## src/rtl/pipe_hazard_ctrl.sv

```systemverilog
// Hazard/flush sequencer for the six-stage pipeline: shadow scoreboard of EX/MEM/WB destinations.
// Latency: stall, flush and bypass selects are combinational from the inputs and the shadow registers.
// Backpressure: id_stall_o/pd_stall_o hold PD/ID and inject an EX bubble; ex_busy_i freezes the EX entry.
//
// Ports:
//   clk, rst                    : core clock, synchronous active-high reset (forces all outputs to 0)
//   id_*_i                      : ID-stage instruction descriptor (valid, sources, destination, load flag)
//   ex_busy_i                   : EX multicycle unit holding its instruction
//   bu_flush_i, ex_exception_i  : branch redirect, exception raised in EX
//   id_stall_o, pd_stall_o      : hold PD/ID (identical)
//   flush_pd_o, flush_id_o      : kill PD/ID contents (identical)
//   byp_rs1_sel_o/byp_rs2_sel_o : operand source, 0=RF 1=EX 2=MEM 3=WB
//   drain_o                     : draining older instructions after an exception
module pipe_hazard_ctrl #(
  parameter int REG_IDX_W = 5,
  parameter int XLEN      = 32
) (
  input  logic                 clk,
  input  logic                 rst,
  input  logic                 id_valid_i,
  input  logic [REG_IDX_W-1:0] id_rs1_i,
  input  logic                 id_rs1_used_i,
  input  logic [REG_IDX_W-1:0] id_rs2_i,
  input  logic                 id_rs2_used_i,
  input  logic [REG_IDX_W-1:0] id_rd_i,
  input  logic                 id_we_i,
  input  logic                 id_is_load_i,
  input  logic                 ex_busy_i,
  input  logic                 bu_flush_i,
  input  logic                 ex_exception_i,
  output logic                 id_stall_o,
  output logic                 pd_stall_o,
  output logic                 flush_pd_o,
  output logic                 flush_id_o,
  output logic [1:0]           byp_rs1_sel_o,
  output logic [1:0]           byp_rs2_sel_o,
  output logic                 drain_o
);

  typedef enum logic {ST_RUN, ST_DRAIN} state_t;

  state_t r_state, w_state_nxt;

  // Shadow entries: {valid, rd, we, load} for EX, MEM, WB.
  logic                 r_ex_vld, r_ex_we, r_ex_ld;
  logic [REG_IDX_W-1:0] r_ex_rd;
  logic                 r_mem_vld, r_mem_we, r_mem_ld;
  logic [REG_IDX_W-1:0] r_mem_rd;
  logic                 r_wb_vld, r_wb_we;
  logic [REG_IDX_W-1:0] r_wb_rd;

  logic [REG_IDX_W-1:0] w_rs [2];
  logic [1:0]           w_used;
  logic [1:0]           w_sel [2];
  logic [1:0]           w_hz;
  logic                 w_flush;
  logic                 w_stall;
  logic                 w_iss_vld;

  assign w_rs[0]   = id_rs1_i;
  assign w_rs[1]   = id_rs2_i;
  assign w_used[0] = id_rs1_used_i;
  assign w_used[1] = id_rs2_used_i;

  // Per-operand resolve: youngest writer wins. A load in EX or MEM has no
  // data to forward yet (load data appears only at WB), so it is a hazard.
  always_comb begin
    for (int i = 0; i < 2; i++) begin
      w_sel[i] = 2'd0;
      w_hz[i]  = 1'b0;
      if (w_used[i] && (w_rs[i] != '0)) begin
        if (r_ex_vld && r_ex_we && (r_ex_rd == w_rs[i])) begin
          if (r_ex_ld) w_hz[i] = 1'b1;
          else         w_sel[i] = 2'd1;
        end else if (r_mem_vld && r_mem_we && (r_mem_rd == w_rs[i])) begin
          if (r_mem_ld) w_hz[i] = 1'b1;
          else          w_sel[i] = 2'd2;
        end else if (r_wb_vld && r_wb_we && (r_wb_rd == w_rs[i])) begin
          w_sel[i] = 2'd3;
        end
      end
    end
  end

  // A flush always beats a stall, so the two are mutually exclusive.
  assign w_flush   = bu_flush_i | ex_exception_i | (r_state == ST_DRAIN);
  assign w_stall   = id_valid_i & ((|w_hz) | ex_busy_i) & ~w_flush;
  assign w_iss_vld = id_valid_i & ~w_stall & ~w_flush;

  // Exception wins over everything while in DRAIN; leave only once the
  // older instructions in MEM and WB have retired.
  always_comb begin
    w_state_nxt = r_state;
    case (r_state)
      ST_RUN:   if (ex_exception_i) w_state_nxt = ST_DRAIN;
      ST_DRAIN: if (!ex_exception_i && !r_mem_vld && !r_wb_vld) w_state_nxt = ST_RUN;
      default:  w_state_nxt = ST_RUN;
    endcase
  end

  always_ff @(posedge clk) begin
    if (rst) begin
      r_state   <= ST_RUN;
      r_ex_vld  <= 1'b0;
      r_ex_we   <= 1'b0;
      r_ex_ld   <= 1'b0;
      r_ex_rd   <= '0;
      r_mem_vld <= 1'b0;
      r_mem_we  <= 1'b0;
      r_mem_ld  <= 1'b0;
      r_mem_rd  <= '0;
      r_wb_vld  <= 1'b0;
      r_wb_we   <= 1'b0;
      r_wb_rd   <= '0;
    end else begin
      r_state  <= w_state_nxt;
      r_wb_vld <= r_mem_vld;
      r_wb_we  <= r_mem_we;
      r_wb_rd  <= r_mem_rd;
      if (ex_busy_i) begin
        // EX holds its instruction; MEM sees a bubble.
        r_mem_vld <= 1'b0;
        if (ex_exception_i) r_ex_vld <= 1'b0;
      end else begin
        // The excepting EX instruction is killed rather than advanced.
        r_mem_vld <= r_ex_vld & ~ex_exception_i;
        r_mem_we  <= r_ex_we;
        r_mem_ld  <= r_ex_ld;
        r_mem_rd  <= r_ex_rd;
        r_ex_vld  <= w_iss_vld;
        r_ex_we   <= id_we_i;
        r_ex_ld   <= id_is_load_i;
        r_ex_rd   <= id_rd_i;
      end
    end
  end

  // Reset forces every output low, independent of shadow/FSM contents.
  assign id_stall_o    = ~rst & w_stall;
  assign pd_stall_o    = ~rst & w_stall;
  assign flush_pd_o    = ~rst & w_flush;
  assign flush_id_o    = ~rst & w_flush;
  assign byp_rs1_sel_o = rst ? 2'd0 : w_sel[0];
  assign byp_rs2_sel_o = rst ? 2'd0 : w_sel[1];
  assign drain_o       = ~rst & (r_state == ST_DRAIN);

endmodule

```

## config.mk

```make
export PLATFORM = sky130hd
export DESIGN_NAME = pipe_hazard_ctrl
export DESIGN_NICKNAME = d
export VERILOG_FILES = /design/src/rtl/pipe_hazard_ctrl.sv
export SDC_FILE = /design/constraint.sdc
export NUM_CORES = 1
export LEC_CHECK = 0
export CAP_MARGIN = 20
export CORE_MARGIN = 5
export CORE_UTILIZATION = 48
export DETAILED_ROUTE_END_ITERATION = 10
export PLACE_DENSITY = 0.87
export SLEW_MARGIN = 20
export SYNTH_ARGS = -nofsm -noshare
export SYNTH_HDL_FRONTEND = slang
export SYNTH_SLANG_ARGS = --single-unit
```

## constraint.sdc

```tcl
create_clock -name clk -period 3.4 [get_ports clk]
set_clock_uncertainty 0.2 [all_clocks]
set_input_delay 0.68 -clock clk [delete_from_list [all_inputs] [get_ports clk]]
set_output_delay 0.68 -clock clk [all_outputs]
set_load 0.03 [all_outputs]
```

# ---- Word level (Yosys, flattened, before mapping)
# Index checks and enable logic that the tools add are counted.
dict set report classes {
  reduce_logical 20
  muxes 25
  n_eq_ne 7
  n_bitwise 16
}
# cell count
set op_table {}
lappend op_table {{$eq A5 B5 Y1} 6}
lappend op_table {{$mux W2} 11}
lappend op_table {{$logic_and A1 B1 Y1} 13}
lappend op_table {{$mux W1} 13}
lappend op_table {{$reduce_bool A5 Y1} 2}
lappend op_table {{$and A1 B1 Y1} 8}
lappend op_table {{$not A1 Y1} 5}
lappend op_table {{$reduce_or A2 Y1} 2}
lappend op_table {{$logic_not A1 Y1} 3}
lappend op_table {{$or A1 B1 Y1} 3}
lappend op_table {{$ne A2 B1 Y1 const B} 1}
lappend op_table {{$pmux W1 S2} 1}
dict set report totals {
  output_inout_bits 9
  elab_cells 80
  regBits 24
}

# ---- Logic depth before layout (Yosys ltp)
dict set report depth {
  depth_word 13
  ltp_mapped 6
}

# ---- Least setup slack after synthesis
# OpenSTA, ideal clock, no wires.
dict set report synth_path {
  path_kind {input to output}
  from {in id_rs2_i[4]}
  to {out byp_rs2_sel_o[1]}
  arrival_time_ns 2.402
  path_slack_ns 0.118
  n_path_buf 0
  path_stages 5
  cell_sequence {xor2_1 > nor4_1 > o211ai_1 > a21boi_0 > nor4b_1}
}
dict set report synth_between {
  elab_chain_cells 7
  word_cells_on_any_way 13
  cone_classes {eq/ne: 3; mux: 5; reduce/logical: 5}
}
# element line_no
set synth_rtl {}
lappend synth_rtl {{start, declared} 23} ;# input logic [REG_IDX_W-1:0] id_rs2_i,
lappend synth_rtl {{$eq A5 B5 Y1} 78} ;# end else if (r_wb_vld && r_wb_we && (r_wb_rd == w_rs[i])) begin
lappend synth_rtl {{$logic_and A1 B1 Y1} 78}
lappend synth_rtl {{$mux W2} 78}
lappend synth_rtl {{$mux W2} 75} ;# end else if (r_mem_vld && r_mem_we && (r_mem_rd == w_rs[i])) begin
lappend synth_rtl {{$mux W2} 72} ;# if (r_ex_vld && r_ex_we && (r_ex_rd == w_rs[i])) begin
lappend synth_rtl {{$mux W2 *} 71} ;# if (w_used[i] && (w_rs[i] != '0)) begin
lappend synth_rtl {{$mux W2 *} 144} ;# assign byp_rs2_sel_o = rst ? 2'd0 : w_sel[1];
lappend synth_rtl {{end, declared} 36} ;# output logic [1:0] byp_rs2_sel_o,
# Every way passes the cells marked *; elsewhere a longest branch is shown, timed or not.

# ---- Worst setup path after layout
dict set report layout_path {
  from {in id_rs2_i[2]}
  to {out pd_stall_o}
}
dict set report layout_between {
  elab_chain_cells 10
  word_cells_on_any_way 14
  cone_classes {eq/ne: 2; mux: 3; bitwise: 4; reduce/logical: 5}
}
# element line_no
set layout_rtl {}
lappend layout_rtl {{$eq A5 B5 Y1} 75}
lappend layout_rtl {{$logic_and A1 B1 Y1} 75}
lappend layout_rtl {{$mux W1} 75}
lappend layout_rtl {{$mux W1} 72}
lappend layout_rtl {{$mux W1 *} 71}
lappend layout_rtl {{$reduce_or A2 Y1 *} 87} ;# assign w_stall = id_valid_i & ((|w_hz) | ex_busy_i) & ~w_flush;
lappend layout_rtl {{$or A1 B1 Y1 *} 87}
lappend layout_rtl {{$and A1 B1 Y1 * (2 in series)} 87}
lappend layout_rtl {{$and A1 B1 Y1 *} 140} ;# assign pd_stall_o = ~rst & w_stall;
lappend layout_rtl {{end, declared} 32} ;# output logic pd_stall_o,
# Marked as above.

==> out/results.ini <==
[finish]
area_delta_synth_final_pct = 39.7
final.fill_count = 210
layout-drive-gt1-share_pct = 19.7
finish.utilization_pct = 68.6
n_antenna_cell = 0
final_cell_mix = 24 x nor2_1, 24 x buf_4, 24 x dfxtp_1
final_cells = 229
final_nets = 224

[floorplan]
ioPinCount = 34
die_y_um = 62.6
start_util_pct = 49.1
die_w_um = 62.6
core_area_mm2 = 0.00271
dieArea_mm2 = 0.00392
std_cell_rows = 19

[timing]
fin_crit_sh_pct = 97.8
setup_violations = 0
finalMaxSlewViolations = 0
finalHoldViolations = 0
fin_ws_ns = 0.0736
post-route-min-period_ns = 3.33
rsz0062_at_grt = no
maxSlewHeadroom_pct = 78.7
clock.fmax_ghz = 0.301
finalHoldWorstSlack_ns = 0.276
tightest_slew_ns = 0.319

[global_route]
grt_max_degree = 17
grt-ovfl-total = 0
antenna_found_initial = 0
grt_pass1_vias = 1337
groute.usage.overall_pct = 19.3
grt_first_pass_wirelength_um = 6130

[cts]
cts_root_buf = clkbuf_4
clk_pin_slew_ns = 0.13
cts_max_level = 1
clockBufferDepth = 2
cts.sinks = 24
clk_latency_ns = 0.33
numCtsBuffers = 3
cts_tree = built

[run_status]
status = finished clean

[place]
place.port_buffers = 33
dp_hpwl_um = 2780
dp_cells = 221
place_ws_ns = -0.262
gp_congestion = 0.851

[worst_hold_path]
hold_path_class = reg -> reg

[pwr]
ir_drop_mv = 0.312
powerDensity_mw_per_mm2 = 315
cellLeakagePower_nw = 0.808

[job]
cap_violations = 0

[detailed_routing]
wl_um = 3610
dr.pass1.iters = 4
drc = 0
drt_iter0_drc = 48
vias = 1272
drtAntennaViolNets = 0
routedWlPerCell_um = 15.8
post_drt_via_cell_ratio = 5.55

[synth]
synthesis.area_mm2 = 0.00133
ys_ff_latch = 24
synth.net_count = 174
synth_cell_type_count = 30
synth_cells = 149
yosys_warnings = 0
ys_seq_area_share_pct = 36.1
avgSynthCellArea_um2 = 8.93

[critical_path]
cp-end-kind = output port
crit_required_ns = 2.52
critical_path_class = in -> out
crit_path_start_kind = input port
crit_arrival_ns = 2.45
crit_fanout = 3

-- area by class of cell --
cell class | count | area, um2 | area share (%)
Timing Repair Buffer | 52 | 453 | 24.4
Multi-Input combinational cell | 115 | 838 | 45.1
Sequential cell | 24 | 480 | 25.9
Tap cell | 31 | 38.8 | 2.09
Inverter | 3 | 11.3 | 0.606
Clock buffer | 4 | 36.3 | 1.95
-- worst paths after layout --
check             slack, ns        start  cells past startpoint         end
hold / removal         0.28     r_ex_vld                      2   r_mem_vld
setup reg to reg       1.26   r_ex_rd[0]                      9    r_ex_vld
hold reg to reg        0.28     r_ex_vld                      2   r_mem_vld
setup / recovery       0.07  id_rs2_i[2]                      7  pd_stall_o
-- synthesized netlist by cell type --
cell type,count,area (um2)
nor4_1,4,25.0
buf_1,1,3.75
o21ai_0,2,10.0
nor4bb_1,1,10.0
o21ba_1,1,10.0
or4_1,2,15.0
o31ai_2,1,12.5
nand2_1,5,18.8
mux2_2,2,22.5
nor3_1,2,10.0
a2111o_1,1,11.3
nand3_1,5,25.0
and3_1,1,6.26
a21oi_1,3,15.0
buf_4,2,15.0
mux2i_1,14,140
a21boi_0,1,7.51
nor2_1,24,90.1
o31ai_1,1,7.51
nor2b_1,8,50.1
inv_1,3,11.3
nor4b_1,1,8.76
xnor2_1,10,87.6
nand4_1,2,12.5
clkbuf_1,4,15.0
dfxtp_1,24,480
o211ai_1,2,15.0
xor2_1,20,175
o21ai_2,1,8.76
a311o_1,1,10.0
-- logic make-up (layout without fill, tap and decap cells) --
family / Yosys count / after routing / synth area share, %
compound gates: 14 / 14 / 8.09
xor+xnor: 30 / 30 / 19.8
buf+inv: 10 / 59 / 3.39
flops: 24 / 24 / 36.1
mux: 16 / 16 / 12.2
simple gates: 55 / 55 / 20.4
-- layer usage --
metal | track usage (%) | vias up | part of all wire, %
met1 | 23.8 | 600 | 42
met2 | 31.7 | 58 | 49
li1 | - | 607 | -
met4 | 9.55 | 0 | 2.2
met5 | 0 | - | 0
met3 | 3.60 | 7 | 6.1
-- flip-flops by register name, summed over array words and instances, names as in the netlist --
name and flops:
r_wb_we 1, r_mem_vld 1, r_ex_vld 1, r_mem_we 1, r_ex_rd 5, r_state 1
r_mem_rd 5, r_mem_ld 1, r_wb_rd 5, r_ex_we 1, r_wb_vld 1, r_ex_ld 1
-- power breakdown --
part / internal, mW / total (mW) / leakage, nW / switching (mW)
combinational: 0.0652 / 0.121 / 0.591 / 0.0562
sequential: 0.291 / 0.305 / 0.196 / 0.0131
clock: 0.0658 / 0.159 / 0.0210 / 0.0933
-- timing repair --
item	CTS	global route
setup buffers	4	0
pin swaps	7	2
hold buffers	0	0
gates resized for setup	17	2
cloned	0	0
setup endpoints to repair	5	4
-- worst max-delay path: stages --
cell and delay, ns:
dlygate4sd2_1 0.24, or4_4 0.56, o21ai_4 0.18, nor4bb_1 0.07, a311o_1 0.36, o21ba_4 0.22, buf_6 0.13
-- per-stage QoR --
step                      TNS [ns]  power [mW]  cell area, um2
after floorplan                  0       0.365            1330
after detailed placement    -0.885       0.428            1760
after global routing             0       0.612            1860
after global placement      -0.732       0.423            1760
final                            0       0.585            1860
after CTS                        0       0.584            1850
(Power assumes the default switching activity.)
